--- config.mk ---
export PLATFORM = sky130hd
export DESIGN_NAME = uart_word_assembler_flat
export DESIGN_NICKNAME = d
export VERILOG_FILES = /design/src/rtl/uart_word_assembler_pkg.sv /design/src/rtl/uart_word_assembler_if.sv /design/src/rtl/uart_word_assembler_rx_timeout_counter.sv /design/src/rtl/uart_word_assembler.sv /design/src/flat_wrapper.sv
export SDC_FILE = /design/constraint.sdc
export NUM_CORES = 1
export LEC_CHECK = 0
export ABC_AREA = 0
export CAP_MARGIN = 0
export CORE_MARGIN = 4
export CORE_UTILIZATION = 53
export CTS_BUF_LIST = sky130_fd_sc_hd__clkbuf_4 sky130_fd_sc_hd__clkbuf_8 sky130_fd_sc_hd__clkbuf_16
export CTS_CLUSTER_DIAMETER = 50
export CTS_CLUSTER_SIZE = 10
export DETAILED_ROUTE_END_ITERATION = 7
export PLACE_DENSITY = 0.89
export SKIP_LAST_GASP = 1
export SYNTH_ARGS = -nofsm -noshare
export SYNTH_HDL_FRONTEND = slang
export SYNTH_SLANG_ARGS = --single-unit
--- constraint.sdc ---
create_clock -name i_clock -period 2.2 [get_ports i_clock]
set_input_delay 0.44 -clock i_clock [delete_from_list [all_inputs] [get_ports i_clock]]
set_output_delay 0.44 -clock i_clock [all_outputs]
set_load 0.02 [all_outputs]
--- src/rtl/uart_word_assembler_pkg.sv ---
// Shared definitions for the UART RX word assembler.
// Contents:
//   UART_NB_DATA / UART_NB_BYTE : default word and byte widths
//   UART_BYTES_PER_WORD         : number of UART bytes packed into one word
//   collect_state_e             : state of the byte-collection FSM
package uart_word_assembler_pkg;

  localparam int UART_NB_DATA        = 32;
  localparam int UART_NB_BYTE        = 8;
  localparam int UART_BYTES_PER_WORD = UART_NB_DATA / UART_NB_BYTE;

  // IDLE always means no partial word is held (byte count is zero).
  typedef enum logic {
    ST_IDLE    = 1'b0,
    ST_COLLECT = 1'b1
  } collect_state_e;

endpackage

--- src/rtl/uart_word_assembler_if.sv ---
// Byte-in / word-out bus of the UART RX word assembler.
// Signals:
//   i_byte       : received UART byte, valid only with i_byte_done
//   i_byte_done  : 1-cycle pulse marking i_byte valid
//   i_word_ready : consumer accepts o_word when o_word_valid is also high
//   o_word       : assembled word, stable while o_word_valid
//   o_word_valid : output register holds an unconsumed word
// Modports:
//   master : UART receiver plus word consumer side (drives bytes and ready)
//   slave  : the assembler itself
interface uart_word_assembler_if
  import uart_word_assembler_pkg::*;
#(
  parameter int NB_DATA = UART_NB_DATA,
  parameter int NB_BYTE = UART_NB_BYTE
);

  logic [NB_BYTE-1:0] i_byte;
  logic               i_byte_done;
  logic               i_word_ready;
  logic [NB_DATA-1:0] o_word;
  logic               o_word_valid;

  modport master (
    output i_byte,
    output i_byte_done,
    output i_word_ready,
    input  o_word,
    input  o_word_valid
  );

  modport slave (
    input  i_byte,
    input  i_byte_done,
    input  i_word_ready,
    output o_word,
    output o_word_valid
  );

endinterface

--- src/rtl/uart_word_assembler_rx_timeout_counter.sv ---
// Inter-byte idle timer for the UART RX word assembler.
// Ports:
//   i_clock  : core clock
//   i_reset  : synchronous, active-high reset
//   i_clear  : restart the idle count from zero (has priority over i_enable)
//   i_enable : count idle cycles
//   o_expire : high while enabled and the count has reached TIMEOUT_CYCLES-1
module uart_rx_timeout_counter #(
  parameter int TIMEOUT_CYCLES = 100000
) (
  input  logic i_clock,
  input  logic i_reset,
  input  logic i_clear,
  input  logic i_enable,
  output logic o_expire
);

  localparam int CNT_W = (TIMEOUT_CYCLES > 2) ? $clog2(TIMEOUT_CYCLES) : 1;
  localparam logic [CNT_W-1:0] LAST_COUNT = CNT_W'(TIMEOUT_CYCLES - 1);

  logic [CNT_W-1:0] count_q;
  logic [CNT_W-1:0] count_d;

  // Saturate at the expiry value so the count can never wrap back to zero.
  always_comb begin
    count_d = count_q;
    if (i_clear) begin
      count_d = '0;
    end else if (i_enable && (count_q != LAST_COUNT)) begin
      count_d = count_q + CNT_W'(1);
    end
  end

  always_ff @(posedge i_clock) begin
    if (i_reset) begin
      count_q <= '0;
    end else begin
      count_q <= count_d;
    end
  end

  assign o_expire = i_enable && (count_q == LAST_COUNT);

endmodule

--- src/rtl/uart_word_assembler.sv ---
// Packs the UART RX byte stream into NB_DATA-bit words for the debug unit.
// A partial word that sees no new byte for TIMEOUT_CYCLES clocks is discarded,
// and completed words are presented through a one-word valid/ready register.
// Ports:
//   i_clock, i_reset  : core clock, synchronous active-high reset
//   i_flush           : clears partial word, output register and error flag
//   bus               : byte input and word valid/ready output (slave side)
//   o_busy            : partial word pending
//   o_byte_count      : bytes collected in the current partial word
//   o_timeout_pulse   : 1-cycle pulse, partial word discarded by timeout
//   o_overflow_pulse  : 1-cycle pulse, completed word dropped (output full)
//   o_error           : sticky timeout/overflow flag
module uart_word_assembler
  import uart_word_assembler_pkg::*;
#(
  parameter int NB_DATA        = UART_NB_DATA,
  parameter int NB_BYTE        = UART_NB_BYTE,
  parameter int TIMEOUT_CYCLES = 100000,
  parameter int LSB_FIRST      = 1
) (
  input  logic                   i_clock,
  input  logic                   i_reset,
  input  logic                   i_flush,
  uart_word_assembler_if.slave   bus,
  output logic                   o_busy,
  output logic [2:0]             o_byte_count,
  output logic                   o_timeout_pulse,
  output logic                   o_overflow_pulse,
  output logic                   o_error
);

  localparam int         BYTES_PER_WORD = NB_DATA / NB_BYTE;
  localparam logic [2:0] LAST_SLOT      = 3'(BYTES_PER_WORD - 1);

  collect_state_e     state_q, state_d;
  logic [2:0]         count_q, count_d;
  logic [NB_DATA-1:0] shift_q, shift_d;
  logic [NB_DATA-1:0] word_q, word_d;
  logic               valid_q, valid_d;
  logic               timeout_pulse_q, timeout_pulse_d;
  logic               overflow_pulse_q, overflow_pulse_d;
  logic               error_q, error_d;

  logic [NB_DATA-1:0] assembled;
  logic               consume;
  logic               expire;
  logic               tmr_clear;
  logic               tmr_enable;

  // The idle timer only runs while a partial word is held; any byte, flush
  // or return to IDLE restarts it.
  always_comb begin
    tmr_enable = (state_q == ST_COLLECT);
    tmr_clear  = i_flush || bus.i_byte_done || (state_q != ST_COLLECT);
  end

  uart_rx_timeout_counter #(
    .TIMEOUT_CYCLES (TIMEOUT_CYCLES)
  ) u_timeout (
    .i_clock  (i_clock),
    .i_reset  (i_reset),
    .i_clear  (tmr_clear),
    .i_enable (tmr_enable),
    .o_expire (expire)
  );

  // Current partial word with the incoming byte dropped into the slot selected
  // by the byte count; slot 0 is the low byte when LSB_FIRST, else the high byte.
  always_comb begin
    assembled = shift_q;
    for (int s = 0; s < BYTES_PER_WORD; s++) begin
      if (count_q == 3'(s)) begin
        if (LSB_FIRST != 0) begin
          assembled[s*NB_BYTE +: NB_BYTE] = bus.i_byte;
        end else begin
          assembled[NB_DATA-1-s*NB_BYTE -: NB_BYTE] = bus.i_byte;
        end
      end
    end
  end

  // Collection FSM plus output register. A completed word is loaded when the
  // register is empty or being emptied this same cycle; otherwise it is dropped.
  // A byte arriving in the expiry cycle takes precedence over the timeout.
  always_comb begin
    state_d          = state_q;
    count_d          = count_q;
    shift_d          = shift_q;
    word_d           = word_q;
    valid_d          = valid_q;
    timeout_pulse_d  = 1'b0;
    overflow_pulse_d = 1'b0;
    error_d          = error_q;

    consume = valid_q && bus.i_word_ready;
    if (consume) begin
      valid_d = 1'b0;
    end

    if (bus.i_byte_done) begin
      if (count_q == LAST_SLOT) begin
        state_d = ST_IDLE;
        count_d = '0;
        shift_d = '0;
        if (!valid_q || consume) begin
          word_d  = assembled;
          valid_d = 1'b1;
        end else begin
          overflow_pulse_d = 1'b1;
          error_d          = 1'b1;
        end
      end else begin
        state_d = ST_COLLECT;
        count_d = count_q + 3'd1;
        shift_d = assembled;
      end
    end else if ((state_q == ST_COLLECT) && expire) begin
      state_d         = ST_IDLE;
      count_d         = '0;
      shift_d         = '0;
      timeout_pulse_d = 1'b1;
      error_d         = 1'b1;
    end

    if (i_flush) begin
      state_d          = ST_IDLE;
      count_d          = '0;
      shift_d          = '0;
      word_d           = '0;
      valid_d          = 1'b0;
      timeout_pulse_d  = 1'b0;
      overflow_pulse_d = 1'b0;
      error_d          = 1'b0;
    end
  end

  always_ff @(posedge i_clock) begin
    if (i_reset) begin
      state_q          <= ST_IDLE;
      count_q          <= '0;
      shift_q          <= '0;
      word_q           <= '0;
      valid_q          <= 1'b0;
      timeout_pulse_q  <= 1'b0;
      overflow_pulse_q <= 1'b0;
      error_q          <= 1'b0;
    end else begin
      state_q          <= state_d;
      count_q          <= count_d;
      shift_q          <= shift_d;
      word_q           <= word_d;
      valid_q          <= valid_d;
      timeout_pulse_q  <= timeout_pulse_d;
      overflow_pulse_q <= overflow_pulse_d;
      error_q          <= error_d;
    end
  end

  assign bus.o_word       = word_q;
  assign bus.o_word_valid = valid_q;
  assign o_busy           = (count_q != 3'd0);
  assign o_byte_count     = count_q;
  assign o_timeout_pulse  = timeout_pulse_q;
  assign o_overflow_pulse = overflow_pulse_q;
  assign o_error          = error_q;

endmodule

--- src/flat_wrapper.sv ---
// flat-port wrapper written by rule: the top's interface ports become plain ports
module uart_word_assembler_flat import uart_word_assembler_pkg::*;
#(
  parameter int NB_DATA        = UART_NB_DATA,
  parameter int NB_BYTE        = UART_NB_BYTE,
  parameter int TIMEOUT_CYCLES = 100000,
  parameter int LSB_FIRST      = 1
)
  (i_clock, i_reset, i_flush, o_busy, o_byte_count, o_timeout_pulse, o_overflow_pulse, o_error, bus_i_byte, bus_i_byte_done, bus_i_word_ready, bus_o_word, bus_o_word_valid);
  uart_word_assembler_if #(.NB_DATA(NB_DATA), .NB_BYTE(NB_BYTE)) bus_i ();
  input  logic i_clock;
  input  logic i_reset;
  input  logic i_flush;
  output logic o_busy;
  output logic [2:0] o_byte_count;
  output logic o_timeout_pulse;
  output logic o_overflow_pulse;
  output logic o_error;
  input wire logic [$bits(bus_i.i_byte)-1:0] bus_i_byte;
  input wire logic [$bits(bus_i.i_byte_done)-1:0] bus_i_byte_done;
  input wire logic [$bits(bus_i.i_word_ready)-1:0] bus_i_word_ready;
  output wire logic [$bits(bus_i.o_word)-1:0] bus_o_word;
  output wire logic [$bits(bus_i.o_word_valid)-1:0] bus_o_word_valid;
  assign bus_i.i_byte = bus_i_byte;
  assign bus_i.i_byte_done = bus_i_byte_done;
  assign bus_i.i_word_ready = bus_i_word_ready;
  assign bus_o_word = bus_i.o_word;
  assign bus_o_word_valid = bus_i.o_word_valid;
  uart_word_assembler #(.NB_DATA(NB_DATA), .NB_BYTE(NB_BYTE), .TIMEOUT_CYCLES(TIMEOUT_CYCLES), .LSB_FIRST(LSB_FIRST)) u_core (.i_clock(i_clock), .i_reset(i_reset), .i_flush(i_flush), .bus(bus_i), .o_busy(o_busy), .o_byte_count(o_byte_count), .o_timeout_pulse(o_timeout_pulse), .o_overflow_pulse(o_overflow_pulse), .o_error(o_error));
endmodule
======== Yosys cells after proc, flatten, opt, wreduce, memory -nomap -nowiden ========
Cells that the tools add are included.
word-level totals
  logic and storage cells ................. 61
  output and inout port bits .............. 40
  bits of input ports ..................... 13
  memory bits (writable) .................. 0
  flip-flop bits (word level) ............. 89
  memories ................................ 0
  memory bits (read-only) ................. 0
  latch bits .............................. 0
operators by class
  eq/ne operators ......................... 7
  magnitude comparators ................... 0
  bitwise gates (word level) .............. 3
  reductions and logical operators ........ 17
  multiply operators ...................... 0
  shift-type cells ........................ 0
  divide/modulo/power cells ............... 0
  mux-type cells .......................... 23
  add/sub/neg operators ................... 2
operators with widths
  operator                 number
  $mux W32                 3
  $mux W8                  3
  $add A17 B1 Y17 const B  1
  $eq A17 B17 Y1 const B   1
  $ne A17 B17 Y1 const B   1
  $mux W16                 1
  $mux W1                  13
  $mux W3                  3
  $eq A3 B2 Y1 const B     2
  $reduce_and A3 Y1        2
  $logic_and A1 B1 Y1      4
  $reduce_or A2 Y1         2
  $reduce_or A4 Y1         1
  $add A3 B1 Y3 const B    1
  $eq A3 B1 Y1 const B     1
  $logic_not A3 Y1         1
  $logic_or A1 B1 Y1       3
  $not A1 Y1               3
  $reduce_bool A3 Y1       1
  $reduce_or A3 Y1         1
  $ne A2 B1 Y1 const B     1
  $ne A2 B2 Y1 const B     1
  $reduce_bool A2 Y1       1
  $logic_not A1 Y1         1

======== Longest topological paths before layout ========
  word-level depth ........................ 5
  gate-level depth with buffers ........... 7
  gate-level depth less buffers ........... 5

======== Cells and area by module ========
A second synthesis with hierarchy kept.
unflattened totals
  cells, all modules ...................... 329
  area, all modules ....................... 3,595.9 um^2
by module, submodules not included
  module                   area an instance (um^2)  seq. area each (um^2)  times used  cells an instance
  uart_word_assembler      2,648.8                  1,281.2                1           223
  uart_rx_timeout_counter  947.2                    340.3                  1           106

======== Worst setup path before layout ========
OpenSTA, ideal clock, no wires.
  path kind ............................... register to output
  start ................................... register u_core.count_q[0] (netlist: u_core.o_byte_count[0])
  end ..................................... output o_busy
  stages on the path, launching flop included .. 6
  data required time ...................... 1,760 ps
  buffers on the path ..................... 1
  path slack .............................. 359 ps
  arrival ................................. 1,401 ps
  cell sequence ........................... dfxtp_1 inv_1 ha_1 nor2b_1 clkbuf_1 inv_1
on the way
  longest elaborated chain between the ends .. 1
ends and longest elaborated chain
  item                    line                        text
  from (decl)             uart_word_assembler.sv:36   logic [2:0] count_q, count_d;
  from (signal assigned)  uart_word_assembler.sv:149  count_q <= count_d;
  $reduce_bool A3 Y1      uart_word_assembler.sv:161  assign o_busy = (count_q != 3'd0);
  to (decl)               flat_wrapper.sv:14          output logic o_busy;
No other way between the ends.

======== Final worst setup path ========
Same ends and word-level chain as after synthesis.

==> reports/results.tsv <==
stage	metric	value	unit
critical_path	max_stage_delay	360	ps
synth	synth_simple_gate_area_share	23.15	%
placed_design	hpwl	5.875	mm
synth	seq_area_frac_synth	47.18	%
sta	worstMarginPinSlew	648.1	ps
synth	yosys.area.top_type_share	47.18	%
clock_network	clock_sinks	81	
critical_path	crit_family	buffers and inverters	
power	switchingPower	655.0	µW
detailed_routing	drc_errors	0	
sta	clock_skew	13.49	ps
grt	track_usage	22.70	%
synth	synth.distinct_cells	41	
final_layout	final_core_util	67.42	%
detailed_routing	wl_per_cell	16.20	µm
detailed_routing	drt-total-wl	8.377	mm
critical_path	cp_data_required_time	1760	ps
power	power.share.clock	37.9	%
detailed_routing	drtPass1Iterations	5	
critical_path	cp_cell_sequence	inv_1 > ha_1 > nor2b_1 > inv_1 > dlygate4sd2_1	
run_status	status	complete, no violations	
final_layout	n_antenna_cell	0	
die	dieArea	0.007838	mm²
sta	fmax	476.2	MHz
clock_network	cts_tree	done	
sta	slew_viol_final	0	
clock_network	cts_resized	1	
die	core-area	0.006314	mm²
synth	synth_top_family_by_area	simple AND/OR/NAND/NOR gates	
final_layout	drive_gt1_share	8.182	%
sta	min_period_over_period	95.45	%
grt	gr-total-overflow	0	
sta	rsz0062_at_grt	no	
grt	grt_pass1_vias	2962	
synth	synth_edf_count	0	
die	io_pins	53	
synth	syn-instance-count	385	
synth	async_reset_ff_share	0	%
sta	slew_headroom	56.50	%
clock_network	postCtsSetupRepairBufs	0	
worst_hold_path	hp-class	register to register	
power	comb_power_share	5.7	%
power	p_leak	0.001420	µW
synth	ys_ff_latch	81	
die	start_util	54.44	%
clock_network	cts_buffer_depth	2	
critical_path	cp-start-kind	register	
critical_path	crit_buf_inv	3	
clock_network	ctsHoldBuffers	0	
synth	synth_area	0.003437	mm²
placed_design	port_buffers	52	
synth	synth_top_area_cell	dfxtp_1	
synth	yosys_warnings	0	
detailed_routing	drtIter0Drc	262	
sta	timing.setup.tns	0	ps
die	die_w	88.53	µm
power	ir_worst_vdd	404.0	µV
synth	synth_compound_area_share	16.49	%
sta	finalHoldViolations	0	
critical_path	regToRegSetupSlack	280	ps
critical_path	cp-end-kind	primary output	
placed_design	place_congestion	0.9144	
critical_path	path_common_cell	inv_1	
synth	synthFlopType	dfxtp_1	
clock_network	clk_latency	350	ps
flow_run	maxCapViolCount	0	
critical_path	path_class	register to primary output	
clock_network	clkSlewWorstSetupHoldPaths	90	ps
critical_path	cp.arrival	1660	ps
grt	antenna_found_initial	0	
detailed_routing	ant_nets	0	
die	std_cell_rows	29	
synth	ys_top_cells_by_area	dfxtp_1 (47%), mux2i_1 (7.0%), a211oi_1 (5.2%), nand3_1 (5.1%), o22ai_1 (4.4%)	
power	p_int	1974	µW
final_layout	final_nets	454	
detailed_routing	routed-via-count	3126	
synth	synth_area_per_cell	8.927	µm²
power	switching_share	24.91	%
grt	grt_pass1_wl	14.03	mm
synth	postSynthNetCount	403	
detailed_routing	viasPerCell	6.046	
power	seq_power_share	56.4	%
final_layout	syn_to_final_growth	23.84	%
critical_path	slowest_stage	dfxtp_1	
sta	setup_viol	0	
synth	synth_mux_area_share	7.317	%
clock_network	cts-root-buf	clkbuf_8	
die	die_h	88.53	µm
power	powerDensity	617.6	mW/mm²
synth	synth_fa_ha_area_share	1.820	%
clock_network	h-tree-depth	3	
critical_path	cp_max_fo	4	
clock_network	numCtsBuffers	9	
sta	layout_min_cycle_time	2100	ps
synth	synth-xor-area-share	0.2548	%
grt	grt_max_degree	57	
power by group through the flow:
stage | clock network, µW | registers [µW] | logic, µW
floorplan | 0 | 1510 | 81.1
global placement | 0 | 1520 | 144
detailed placement | 0 | 1520 | 146
CTS | 1010 | 1480 | 146
global route | 1060 | 1480 | 161
finish | 997 | 1480 | 149
state kept, by name, summed over array words and instances, names as in the netlist:
name / cells
u_core.bus.o_word: 32
u_core.shift_q: 24
u_core.u_timeout.count_q: 17
u_core.o_byte_count: 3
u_core.bus.o_word_valid: 1
u_core.o_error: 1
u_core.o_overflow_pulse: 1
u_core.o_timeout_pulse: 1
u_core.state_q: 1
layer usage:
layer  wire, µm  global-route usage, %
met5          0                      0
met4        115                  6.456
met3        585                  5.400
met2       4090                  38.61
met1       3586                  28.77
final cells by class:
type | count | area, µm²
clock buffer | 10 | 137.6
clock inverter | 5 | 41.29
fill | 490 | 2057
inverter | 8 | 30.03
multi-input combinational | 273 | 1703
sequential | 81 | 1622
tap | 77 | 96.34
timing repair buffer | 63 | 626.9
worst register-to-register path, stage by stage, from the launching register on:
cell and delay, ps:
dfxtp_1 400, ha_1 230, and3_1 270, nand4_1 220
nor4_4 370, buf_12 210, o22ai_1 90
cell usage in the layout, fill, tap and decap left out, drive strengths merged:
master	count
a211oi	24
a21boi	1
a21oi	19
a22o	1
and2	3
and3	3
and4	3
buf	11
clkbuf	10
clkdlybuf4s50	51
clkinv	2
clkinvlp	2
dfxtp	81
dlygate4sd2	1
ha	5
inv	9
mux2	1
mux2i	24
nand2	39
nand2b	2
nand3	35
nand3b	2
nand4	6
nand4b	1
nor2	31
nor2b	4
nor3	3
nor4	2
nor4b	1
nor4bb	1
o211ai	4
o21ai	12
o22ai	24
o31a	1
o31ai	3
or2	1
or3	6
or4	8
or4b	2
xnor2	1
path summary, 6_finish.rpt:
path | from | endpoint | depth (start not counted)
max | u_core.o_byte_count[0]$_SDFFE_PP0P_ | o_busy | 5
min | u_core.bus.o_word[29]$_SDFFE_PP0P_ | u_core.bus.o_word[29]$_SDFFE_PP0P_ | 2
max reg2reg | u_core.u_timeout.count_q[0]$_SDFFE_PP0P_ | u_core.shift_q[1]$_SDFFE_PP0P_ | 6
min reg2reg | u_core.bus.o_word[29]$_SDFFE_PP0P_ | u_core.bus.o_word[29]$_SDFFE_PP0P_ | 2
cells in the mapped netlist, drive strengths merged (3+ instances only):
cell type,count
dfxtp,81
nand2,39
nand3,35
nor2,31
a211oi,24
mux2i,24
o22ai,24
a21oi,19
clkbuf,13
o21ai,12
buf,10
inv,8
or4,8
nand4,6
or3,6
ha,5
nor2b,4
o211ai,4
and2,3
and3,3
and4,3
nor3,3
o31ai,3
logic make-up after synthesis:
| kind of cell | Yosys count |
|---|---|
| compound gates | 89 |
| flops | 81 |
| buf+inv | 31 |
| xor+xnor | 1 |
| mux | 25 |
| simple gates | 153 |
| fa+ha+maj | 5 |
metrics by stage:
step | std cells | area (µm²) | worst slack, ps | hold WS, ps | total power (µW)
final | 517 | 4257 | 100.1 | 459.0 | 2629
after global routing | 517 | 4257 | 11.36 | 486.0 | 2709
after CTS | 517 | 4252 | 20.71 | 463.6 | 2637
after detailed placement | 502 | 4074 | 51.30 | 450.7 | 1662
after global placement | 502 | 4074 | 178.3 | 443.7 | 1660
after floorplan | 385 | 3437 | 358.6 | 446.5 | 1596
(Power assumes the default switching activity.)
